`config.mk`:
```
export PLATFORM = sky130hd
export DESIGN_NAME = trip_stats
export DESIGN_NICKNAME = d
export VERILOG_FILES = /design/src/rtl/trip_stats_pkg.sv /design/src/rtl/trip_stats_bcd2_counter.sv /design/src/rtl/trip_stats.sv
export SDC_FILE = /design/constraint.sdc
export NUM_CORES = 1
export LEC_CHECK = 0
export ABC_AREA = 1
export BUFFER_PORTS_ARGS = -buffer_cell sky130_fd_sc_hd__buf_2
export CORE_ASPECT_RATIO = 0.5
export CORE_MARGIN = 2
export CORE_UTILIZATION = 55
export DETAILED_ROUTE_END_ITERATION = 8
export HOLD_SLACK_MARGIN = 0.08
export PLACE_DENSITY = 0.81
export SKIP_LAST_GASP = 1
export SYNTH_ARGS = -nofsm -noshare
export SYNTH_HDL_FRONTEND = slang
export SYNTH_HIERARCHICAL = 1
export SYNTH_SLANG_ARGS = --single-unit
export TNS_END_PERCENT = 100
```
`constraint.sdc`:
```
create_clock -name clk -period 3.4 [get_ports clk]
set_input_delay 1.02 -clock clk [delete_from_list [all_inputs] [get_ports clk]]
set_output_delay 1.02 -clock clk [all_outputs]
set_load 0.005 [all_outputs]
```
`src/rtl/trip_stats_pkg.sv`:
```
`default_nettype none
// +----------------------------------------------------------------------+
// | Module : trip_stats_pkg                                              |
// | Brief  : Shared constants, types and helpers for the trip computer:  |
// |          FSM state encodings, ASCII digit base, BCD digit width and  |
// |          a saturating two-digit BCD increment.                       |
// | Ports  : none (package)                                              |
// | Rev    : 1.0  initial release                                        |
// +----------------------------------------------------------------------+
package trip_stats_pkg;

  localparam int BCD_W = 4;
  localparam logic [6:0] ASCII_ZERO = 7'h30;

  // Run-control FSM encodings (2 bits)
  localparam logic [1:0] ST_IDLE   = 2'd0;
  localparam logic [1:0] ST_RUN    = 2'd1;
  localparam logic [1:0] ST_PAUSED = 2'd2;

  typedef struct packed {
    logic [BCD_W-1:0] tens;
    logic [BCD_W-1:0] ones;
  } bcd2_t;

  localparam bcd2_t BCD2_ZERO = '{tens: 4'd0, ones: 4'd0};

  // Two-digit BCD +1 that sticks at 99.
  function automatic bcd2_t bcd2_inc_sat(input bcd2_t v);
    bcd2_t r;
    r = v;
    if (v.ones != 4'd9) begin
      r.ones = v.ones + 4'd1;
    end else if (v.tens != 4'd9) begin
      r.tens = v.tens + 4'd1;
      r.ones = 4'd0;
    end
    return r;
  endfunction

  function automatic logic [6:0] to_ascii(input logic [BCD_W-1:0] d);
    return ASCII_ZERO + {3'b000, d};
  endfunction

endpackage : trip_stats_pkg
`default_nettype wire

```
`src/rtl/trip_stats_bcd2_counter.sv`:
```
`default_nettype none
// +----------------------------------------------------------------------+
// | Module : bcd2_counter                                                |
// | Brief  : Two-digit BCD counter 00..99. sat_mode=1 sticks at 99,      |
// |          sat_mode=0 wraps 99->00. clr has priority over inc.         |
// | Ports  : clk, reset (sync, active low), inc, clr, sat_mode,          |
// |          tens/ones (BCD digits)                                      |
// | Rev    : 1.0  initial release                                        |
// +----------------------------------------------------------------------+
module bcd2_counter
  import trip_stats_pkg::*;
(
  input  logic             clk,
  input  logic             reset,
  input  logic             inc,
  input  logic             clr,
  input  logic             sat_mode,
  output logic [BCD_W-1:0] tens,
  output logic [BCD_W-1:0] ones
);

  logic [BCD_W-1:0] tens_q, tens_d;
  logic [BCD_W-1:0] ones_q, ones_d;

  always_comb begin
    tens_d = tens_q;
    ones_d = ones_q;
    if (clr) begin
      tens_d = '0;
      ones_d = '0;
    end else if (inc) begin
      if (ones_q != 4'd9) begin
        ones_d = ones_q + 4'd1;
      end else if (tens_q != 4'd9) begin
        tens_d = tens_q + 4'd1;
        ones_d = '0;
      end else if (!sat_mode) begin
        tens_d = '0;
        ones_d = '0;
      end
    end
  end

  always_ff @(posedge clk) begin
    if (!reset) begin
      tens_q <= '0;
      ones_q <= '0;
    end else begin
      tens_q <= tens_d;
      ones_q <= ones_d;
    end
  end

  assign tens = tens_q;
  assign ones = ones_q;

endmodule : bcd2_counter
`default_nettype wire

```
`src/rtl/trip_stats.sv`:
```
`default_nettype none
// +----------------------------------------------------------------------+
// | Module : trip_stats                                                  |
// | Brief  : Bicycle trip computer. Synchronizes the wheel sensor and    |
// |          two buttons, runs an IDLE/RUN/PAUSED FSM, and keeps speed   |
// |          (pulses in the last second), distance and elapsed time as   |
// |          two-digit BCD values presented as ASCII characters.         |
// | Ports  : clk, reset (sync, active low)                               |
// |          wheel_pulse, start_stop, clear  - asynchronous levels       |
// |          speed/dist/time _tens/_ones     - ASCII digits (7 bit)      |
// |          update                          - digit-change strobe       |
// | Rev    : 1.0  initial release                                        |
// +----------------------------------------------------------------------+
module trip_stats
  import trip_stats_pkg::*;
#(
  parameter int CLK_HZ          = 100000000,
  parameter int PULSES_PER_UNIT = 20
) (
  input  logic       clk,
  input  logic       reset,
  input  logic       wheel_pulse,
  input  logic       start_stop,
  input  logic       clear,
  output logic [6:0] speed_tens,
  output logic [6:0] speed_ones,
  output logic [6:0] dist_tens,
  output logic [6:0] dist_ones,
  output logic [6:0] time_tens,
  output logic [6:0] time_ones,
  output logic       update
);

  localparam int PRESC_W = (CLK_HZ > 1) ? $clog2(CLK_HZ) : 1;
  localparam logic [PRESC_W-1:0] PRESC_MAX = PRESC_W'(CLK_HZ - 1);
  localparam int SUB_W = (PULSES_PER_UNIT > 1) ? $clog2(PULSES_PER_UNIT) : 1;
  localparam logic [SUB_W-1:0] SUB_MAX = SUB_W'(PULSES_PER_UNIT - 1);

  // ------------------------------------------------------------------
  // Input synchronizers and rising-edge detectors.
  // Bit order: [0] wheel_pulse, [1] start_stop, [2] clear.
  // sync3 holds the previous synchronized level; the detected edge is
  // registered so it appears three cycles after the pin rises.
  // ------------------------------------------------------------------
  logic [2:0] w_pins;
  logic [2:0] sync1_q, sync2_q, sync3_q, edge_q;
  logic [1:0] arm_q;
  logic       w_armed;

  assign w_pins  = {clear, start_stop, wheel_pulse};
  // The edge detector stays blind until the pipeline holds real pin
  // samples, so a pin already high at reset release gives no edge.
  assign w_armed = (arm_q == 2'd3);

  always_ff @(posedge clk) begin
    if (!reset) begin
      sync1_q <= '0;
      sync2_q <= '0;
      sync3_q <= '0;
      edge_q  <= '0;
      arm_q   <= '0;
    end else begin
      sync1_q <= w_pins;
      sync2_q <= sync1_q;
      sync3_q <= sync2_q;
      edge_q  <= w_armed ? (sync2_q & ~sync3_q) : 3'b000;
      arm_q   <= w_armed ? arm_q : arm_q + 2'd1;
    end
  end

  logic w_pulse_e, w_ss_e, w_clr_e;
  assign w_pulse_e = edge_q[0];
  assign w_ss_e    = edge_q[1];
  assign w_clr_e   = edge_q[2];

  // ------------------------------------------------------------------
  // Run-control FSM. Clear beats start_stop when both arrive together.
  // ------------------------------------------------------------------
  logic [1:0] state_q, state_d;
  logic       w_run;

  assign w_run = (state_q == ST_RUN);

  always_comb begin
    state_d = state_q;
    if (w_clr_e) begin
      state_d = ST_IDLE;
    end else if (w_ss_e) begin
      case (state_q)
        ST_IDLE:   state_d = ST_RUN;
        ST_RUN:    state_d = ST_PAUSED;
        ST_PAUSED: state_d = ST_RUN;
        default:   state_d = ST_IDLE;
      endcase
    end
  end

  // ------------------------------------------------------------------
  // One-second prescaler: zero in IDLE, frozen in PAUSED so a partial
  // second resumes where it left off.
  // ------------------------------------------------------------------
  logic [PRESC_W-1:0] presc_q, presc_d;
  logic               w_tick;
  logic               w_tick_eff;
  logic               w_pause_entry;
  logic               w_cnt_pulse;

  assign w_tick        = w_run && (presc_q == PRESC_MAX);
  assign w_tick_eff    = w_tick && !w_clr_e;
  assign w_pause_entry = w_run && w_ss_e && !w_clr_e;
  assign w_cnt_pulse   = w_run && w_pulse_e && !w_clr_e;

  always_comb begin
    presc_d = presc_q;
    if (w_clr_e || (state_q == ST_IDLE)) begin
      presc_d = '0;
    end else if (w_run) begin
      presc_d = w_tick ? '0 : presc_q + PRESC_W'(1);
    end
  end

  // ------------------------------------------------------------------
  // Pulses-per-unit sub-counter; its wrap advances distance.
  // ------------------------------------------------------------------
  logic [SUB_W-1:0] sub_q, sub_d;
  logic             w_unit;

  assign w_unit = w_cnt_pulse && (sub_q == SUB_MAX);

  always_comb begin
    sub_d = sub_q;
    if (w_clr_e) begin
      sub_d = '0;
    end else if (w_cnt_pulse) begin
      sub_d = (sub_q == SUB_MAX) ? '0 : sub_q + SUB_W'(1);
    end
  end

  // ------------------------------------------------------------------
  // BCD counters: elapsed time (wraps), distance and speed window
  // (both saturate). The window empties on every tick and on pause.
  // ------------------------------------------------------------------
  bcd2_t w_time, w_dist, w_win;

  bcd2_counter u_time (
    .clk      (clk),
    .reset    (reset),
    .inc      (w_tick_eff),
    .clr      (w_clr_e),
    .sat_mode (1'b0),
    .tens     (w_time.tens),
    .ones     (w_time.ones)
  );

  bcd2_counter u_dist (
    .clk      (clk),
    .reset    (reset),
    .inc      (w_unit),
    .clr      (w_clr_e),
    .sat_mode (1'b1),
    .tens     (w_dist.tens),
    .ones     (w_dist.ones)
  );

  bcd2_counter u_win (
    .clk      (clk),
    .reset    (reset),
    .inc      (w_cnt_pulse),
    .clr      (w_clr_e || w_tick_eff || w_pause_entry),
    .sat_mode (1'b1),
    .tens     (w_win.tens),
    .ones     (w_win.ones)
  );

  // Displayed speed: loads the window on tick, counting a pulse that
  // lands in the tick cycle itself. Entering PAUSED blanks it to 00.
  bcd2_t speed_q, speed_d;

  always_comb begin
    speed_d = speed_q;
    if (w_clr_e || w_pause_entry) begin
      speed_d = BCD2_ZERO;
    end else if (w_tick_eff) begin
      speed_d = w_cnt_pulse ? bcd2_inc_sat(w_win) : w_win;
    end
  end

  // ------------------------------------------------------------------
  // Change detect: snapshot of last cycle's digits; update is high in
  // the cycle right after any displayed digit changed.
  // ------------------------------------------------------------------
  logic [6*BCD_W-1:0] w_digits;
  logic [6*BCD_W-1:0] snap_q;

  assign w_digits = {w_time, w_dist, speed_q};
  assign update   = (w_digits != snap_q);

  always_ff @(posedge clk) begin
    if (!reset) begin
      state_q <= ST_IDLE;
      presc_q <= '0;
      sub_q   <= '0;
      speed_q <= BCD2_ZERO;
      snap_q  <= '0;
    end else begin
      state_q <= state_d;
      presc_q <= presc_d;
      sub_q   <= sub_d;
      speed_q <= speed_d;
      snap_q  <= w_digits;
    end
  end

  assign speed_tens = to_ascii(speed_q.tens);
  assign speed_ones = to_ascii(speed_q.ones);
  assign dist_tens  = to_ascii(w_dist.tens);
  assign dist_ones  = to_ascii(w_dist.ones);
  assign time_tens  = to_ascii(w_time.tens);
  assign time_ones  = to_ascii(w_time.ones);

endmodule : trip_stats
`default_nettype wire

```
### Yosys cells after proc, flatten, opt, wreduce, memory -nomap -nowiden

Cells that the tools add are included.

| cells by class | value |
|---|---|
| add/sub/neg operators | 15 |
| equality and inequality tests | 12 |
| multiplexer cells | 13 |
| bitwise logic cells | 6 |
| reduce and logical (&&, ||, !) cells | 26 |

Operator list:

| kind | count |
|---|---|
| 6-bit by 4-bit adder with 7-bit output (first input constant) | 6 |
| 4-bit 2-to-1 mux | 8 |
| 27-bit by 1-bit adder with 27-bit output (second input constant) | 1 |
| 27-bit == test (second input constant) | 1 |
| 27-bit 2-to-1 mux | 1 |
| 4-bit by 1-bit adder with 4-bit output (second input constant) | 6 |
| 24-bit inequality test | 1 |
| 4-bit inequality test (second input constant) | 6 |
| 8-bit 2-to-1 mux | 2 |
| 2-bit OR reduction | 5 |
| 2-bit AND reduction | 4 |
| 1-bit logical AND | 7 |
| 3-bit AND reduction | 2 |
| 5-bit by 1-bit adder with 5-bit output (second input constant) | 1 |
| 5-bit == test (second input constant) | 1 |
| 5-bit 2-to-1 mux | 1 |
| 2-bit == test (second input constant) | 2 |
| 1-bit logical OR | 4 |
| 1-bit inverter | 4 |
| 2-bit case mux with 2 select lines | 1 |
| 2-bit nonzero test | 2 |
| 3-bit AND | 1 |
| 3-bit inverter | 1 |
| 2-bit by 1-bit adder with 2-bit output (second input constant) | 1 |
| 3 further kinds | 3 |

| word-level totals | value |
|---|---|
| bits in registers | 104 |
| bits of input ports | 5 |
| output and inout bits | 43 |
| logic and storage cells | 89 |

### Longest topological paths before layout

| logic depth | value |
|---|---|
| word-level depth | 6 |
| depth in mapped cells | 13 |
| mapped depth without buffers | 13 |

### Modules after synthesis

The synthesis kept the hierarchy.

By module, submodules not included:

| module | times used | cells each | area an instance (um^2) | seq. area each (um^2) |
|---|---|---|---|---|
| trip_stats | 1 | 549 | 3,933.8 | 1,601.5 |
| bcd2_counter | 3 | 80 | 483.0 | 160.2 |

### Worst setup path before layout

Ideal clock, no wire load.

| path | value |
|---|---|
| path type | register to output |
| from | register u_dist.ones_q[0] (netlist: u_dist/ones[0]) |
| to | output update |
| data arrival time | 0.958 ns |
| required time | 2.380 ns |
| setup slack | 1.422 ns |
| stages on the path, launching flop included | 6 |
| buffers on the path | 0 |
| path through | dfxtp_1 -> xor2_1 -> nor2_1 -> o211ai_1 -> nor3_1 -> nand3_1 |

| on the way | value |
|---|---|
| cells in the longest elaborated chain, start to end | 1 |

RTL lines:

| element | RTL line | text |
|---|---|---|
| from (decl) | trip_stats_bcd2_counter.sv:23 | `logic [BCD_W-1:0] ones_q, ones_d;` |
| from (signal assigned) | trip_stats_bcd2_counter.sv:50 | `ones_q <= ones_d;` |
| 24-bit inequality test | trip_stats.sv:196 | `assign update = (w_digits != snap_q);` |
| to (decl) | trip_stats.sv:31 | `output logic update` |

Every way passes these cells.

### Final worst setup path

Same ends and word-level chain as after synthesis.

==> Implementation_results.wiki <==
{| class="wikitable"
! Metric !! Value
|-
| Result of the run || finished, final reports clean
|-
| Clock Sink Count || ~100
|-
| Finish-stage setup viols || 0
|-
| Leakage power of the design || 2.60 nW
|-
| Deepest level of the CTS H-tree || 3
|-
| Cell count of the worst reg-to-reg path || 12
|-
| Unrepaired setup endpoints after global routing || no
|-
| Largest net degree at the start of global routing || 22
|-
| Actual transition at the worst max-transition pin || ~0.64 ns
|-
| Die Span Y || about 74 µm
|-
| Count of antenna diodes in the layout || 0
|-
| Max-Cap Viols || 0
|-
| Total design power || around 0.0022 W
|-
| Pwr dens || 380 mW/mm²
|-
| Wire length of the first global-routing pass || roughly 18,000 µm
|-
| Cell count of the worst hold path || 1
|-
| Critical path class || flip-flop to primary output
|-
| Adder and majority cell fraction of the synthesized area || 1.63%
|-
| Hold Path Sink || edge_q[2]
|-
| Post-synthesis mux area share || 0%
|-
| Async set or reset register ratio after synthesis || 0%
|-
| Number of buffers inserted by post-CTS setup repair || 0
|-
| Seq cells post-synth || between 100 and 150
|-
| Kind of capture point of the worst setup path || primary output
|-
| Vias in the first global route || 4,169
|-
| Final routed DRC violation total || 0
|-
| Nets || 840
|-
| Share of layout cells above drive strength 1 || between 10% and 20%
|-
| Total wire length || approximately 11,000 µm
|-
| Final weighted congestion of routability-driven global placement || between 0.8 and 0.9
|-
| IO Port Bufs || 29
|-
| Slew Limit Fails || 0
|-
| Synthesized-area fraction occupied by and/or/nand/nor cells || a little over a third
|-
| TritonCTS clock tree || built
|-
| Die Area || about 0.011 mm²
|-
| Core Footprint || roughly 0.0095 mm²
|-
| Number of antenna violations at the first check in global routing || 0
|-
| Min Clock Period, post-route || 2.63 ns
|-
| Starting DRC count in detailed routing || between 200 and 300
|-
| Sequential area share after synthesis || between 30% and 40%
|-
| Beginning of the critical path || u_dist/ones[0]
|-
| Hold Vio Cnt, Final || 0
|-
| Gates resized, CTS repair || 0
|-
| Longest Clk Path Bufs || 2
|-
| GRT Overall Usage || between 20% and 30%
|-
| Leading register cell type out of synthesis || sky130_fd_sc_hd__dfxtp_1
|-
| Remaining global-route overflow || 0
|-
| Clock latency reported for the late side of the worst-skew pair || around 0.35 ns
|-
| Peak Freq || between 300 and 400 MHz
|-
| Fin Setup TNS || 0 ns
|-
| Data required time of the worst path || 2.38 ns
|-
| Via count || approximately 4,700
|-
| Area growth from synthesis to layout || 9.39%
|-
| Average vias per placed instance || ~4.8
|-
| Type of the worst min-delay path || flip-flop to flip-flop
|-
| Horizontal die dimension || approximately 140 µm
|-
| Boundary pin count || 48
|-
| Startpoint of the lowest-slack register-to-register path || presc_q[1]
|-
| Crit path arrival time || between 1.5 and 2 ns
|-
| XOR/XNOR Fraction of Synth Area || roughly 4.2%
|-
| Cts bufs inserted || 9
|-
| Setup skew after layout || between 0.01 and 0.015 ns
|-
| Register-to-register setup slack || around 1.2 ns
|-
| Largest family of logic cells by synthesized area || simple AND/OR/NAND/NOR gates
|-
| Effective utilization at floorplan || between 50% and 60%
|-
| Layout fillers || 847
|-
| Number of placement rows || 25
|-
| Combined area of all synthesized cells || roughly 0.0054 mm²
|-
| Number of synthesized flops with an enable pin || 0
|-
| Maximum fanout count along the critical path || 9
|-
| Hold-fix buffers at CTS || 0
|-
| Sum of net half-perimeters after detailed placement || around 8000 µm
|-
| Routed wire length per instance || between 10 and 15 µm
|-
| Post-synthesis cell count || approximately 790
|-
| Antenna Violating Nets Remaining || 0
|-
| Cell at the root of the clock tree || sky130_fd_sc_hd__clkbuf_16
|-
| Startpoint of the tightest hold check path || sync3_q[2]
|-
| Average instance area after synthesis || between 6 and 7 µm²
|-
| Distinct cell type count after synthesis || 38
|-
| Critical path startpoint category || flip-flop
|-
| Endpoint of the worst-slack reg-to-reg timing path || u_time/tens[0]
|-
| Max-Slew Margin vs Limit || 57.3%
|-
| Share of the clock period used by the worst path || 77.2%
|-
| Area fraction in compound gates after synthesis || under 10%
|-
| Clock-pin slew on the worst setup and hold paths || 0.07 ns
|-
| Initial DRT Pass Iterations || 5
|-
| Peak ir drop on the vdd network || about 0.22 mV
|-
| Yosys Warn Count || 6
|}
[stage by stage]
stage | hold slack (ns) | cell area [µm²] | utilization (%) | setup slack (ns) | instances
after global routing | 0.415 | 5890 | 62.1 | 0.621 | 967
final | 0.397 | 5890 | 62.1 | 0.774 | 967
after CTS | 0.401 | 5890 | 62.1 | 0.765 | 967
after global placement | 0.380 | 5610 | 59.2 | 1.02 | 952
after detailed placement | 0.386 | 5610 | 59.2 | 0.990 | 952
after floorplan | 0.375 | 5470 | - | 1.42 | 811
[state kept, by name (all words and copies together), names as in the netlist]
name	flops
u_win/tens	4
edge_q	3
speed_q	8
sync1_q	3
snap_q	24
state_q	2
sub_q	5
u_time/ones	4
u_dist/tens	4
u_time/tens	4
arm_q	2
sync3_q	3
u_dist/ones	4
u_win/ones	4
sync2_q	3
presc_q	27
[kinds of logic (layout without fill, tap and decap cells)]
logic type	after synthesis	in the layout
AOI/OAI and AO/OA	75	75
xor gates and xnor gates	26	26
adders and majority gates	7	7
buffers and inverters	157	178
DFF	104	104
other	2	24
and+or+nand+nor	418	418
[power by group]
| part | total, W | internal [W] | leakage [nW] | switching [W] |
|---|---|---|---|---|
| clock | 0.000962 | 0.000500 | 0.131 | 0.000462 |
| sequential | 0.00123 | 0.00123 | 0.839 | 0.00000421 |
| combinational | 0.0000469 | 0.0000119 | 1.63 | 0.0000350 |
[cell usage in the layout (no fill, tap or decap), types with 2 or more instances in the layout]
cell type / netlist / layout
sky130_fd_sc_hd__nor2_2: 16 / 16
sky130_fd_sc_hd__a21oi_1: 39 / 39
sky130_fd_sc_hd__xnor2_1: 18 / 18
sky130_fd_sc_hd__o21ai_0: 26 / 26
sky130_fd_sc_hd__dfxtp_1: 104 / 104
sky130_fd_sc_hd__nor3_1: 15 / 15
sky130_fd_sc_hd__inv_1: 124 / 124
sky130_fd_sc_hd__nor2_1: 95 / 95
sky130_fd_sc_hd__nand2_4: 2 / 2
sky130_fd_sc_hd__o22ai_1: 3 / 3
sky130_fd_sc_hd__nand2_2: 11 / 11
sky130_fd_sc_hd__xor2_1: 8 / 8
sky130_fd_sc_hd__nor2_4: 9 / 9
sky130_fd_sc_hd__clkinv_4: 0 / 2
sky130_fd_sc_hd__ha_1: 7 / 7
sky130_fd_sc_hd__nand2_1: 194 / 194
sky130_fd_sc_hd__buf_2: 1 / 29
sky130_fd_sc_hd__nand3b_1: 3 / 3
sky130_fd_sc_hd__conb_1: 2 / 24
sky130_fd_sc_hd__inv_2: 8 / 8
sky130_fd_sc_hd__nand3_2: 6 / 6
sky130_fd_sc_hd__nand4_1: 7 / 7
sky130_fd_sc_hd__nor3_2: 2 / 2
sky130_fd_sc_hd__clkbuf_16: 0 / 9
sky130_fd_sc_hd__nand3_1: 54 / 54
[worst max path at each step]
stage                   to  cells after the start  slack, ns
3_3_place_gp   presc_q[18]                      7       1.02
2_1_floorplan       update                      5       1.42
5_1_grt             update                      6       0.62
3_5_place_dp   presc_q[18]                      7       0.99
4_1_cts             update                      6       0.76
6_report            update                      6       0.77
[worst max-delay path, stage by stage, from the launching register on]
cell,delay [ns]
sky130_fd_sc_hd__dfxtp_1,0.53
sky130_fd_sc_hd__xor2_1,0.12
sky130_fd_sc_hd__nor2_1,0.12
sky130_fd_sc_hd__o211ai_1,0.09
sky130_fd_sc_hd__nor3_1,0.14
sky130_fd_sc_hd__nand3_1,0.11
sky130_fd_sc_hd__buf_2,0.14
[cells in the mapped netlist, types with 6 or more instances]
master                      n  share of area (%)
sky130_fd_sc_hd__nand4_1    7               0.81
sky130_fd_sc_hd__nand2_2   11                1.3
sky130_fd_sc_hd__xnor2_1   18                2.9
sky130_fd_sc_hd__nand3_2    6                1.1
sky130_fd_sc_hd__nor2_4     9                1.9
sky130_fd_sc_hd__xor2_1     8                1.3
sky130_fd_sc_hd__nor2_2    16                1.9
sky130_fd_sc_hd__nand2_1  194                 14
sky130_fd_sc_hd__o21ai_0   26                2.4
sky130_fd_sc_hd__a21oi_1   39                3.6
sky130_fd_sc_hd__nand3_1   54                5.0
sky130_fd_sc_hd__dfxtp_1  104                 39
sky130_fd_sc_hd__inv_1    124                8.6
sky130_fd_sc_hd__ha_1       7                1.6
sky130_fd_sc_hd__buf_4     18                2.5
sky130_fd_sc_hd__nor3_1    15                1.4
sky130_fd_sc_hd__nor2_1    95                6.6
sky130_fd_sc_hd__inv_2      8               0.56
[cell type report]
| cell class | count | area [µm²] | area share, % |
|---|---|---|---|
| clock buffers | 10 | 229 | 3.89 |
| clock inverters | 5 | 46.3 | 0.786 |
| inverters | 133 | 502 | 8.52 |
| multi-input cells | 550 | 2710 | 46.0 |
| flip-flops and latches | 104 | 2080 | 35.4 |
| well taps | 135 | 169 | 2.87 |
| repair buffers | 30 | 153 | 2.59 |
[per-layer routing]
layer | track usage [%] | wire [µm]
met1 | 27.9 | 5250
met4 | 6.97 | 165
met5 | 0 | 0
met2 | 36.1 | 4720
met3 | 5.92 | 469
No activity file was read; power rests on OpenSTA's default activity.
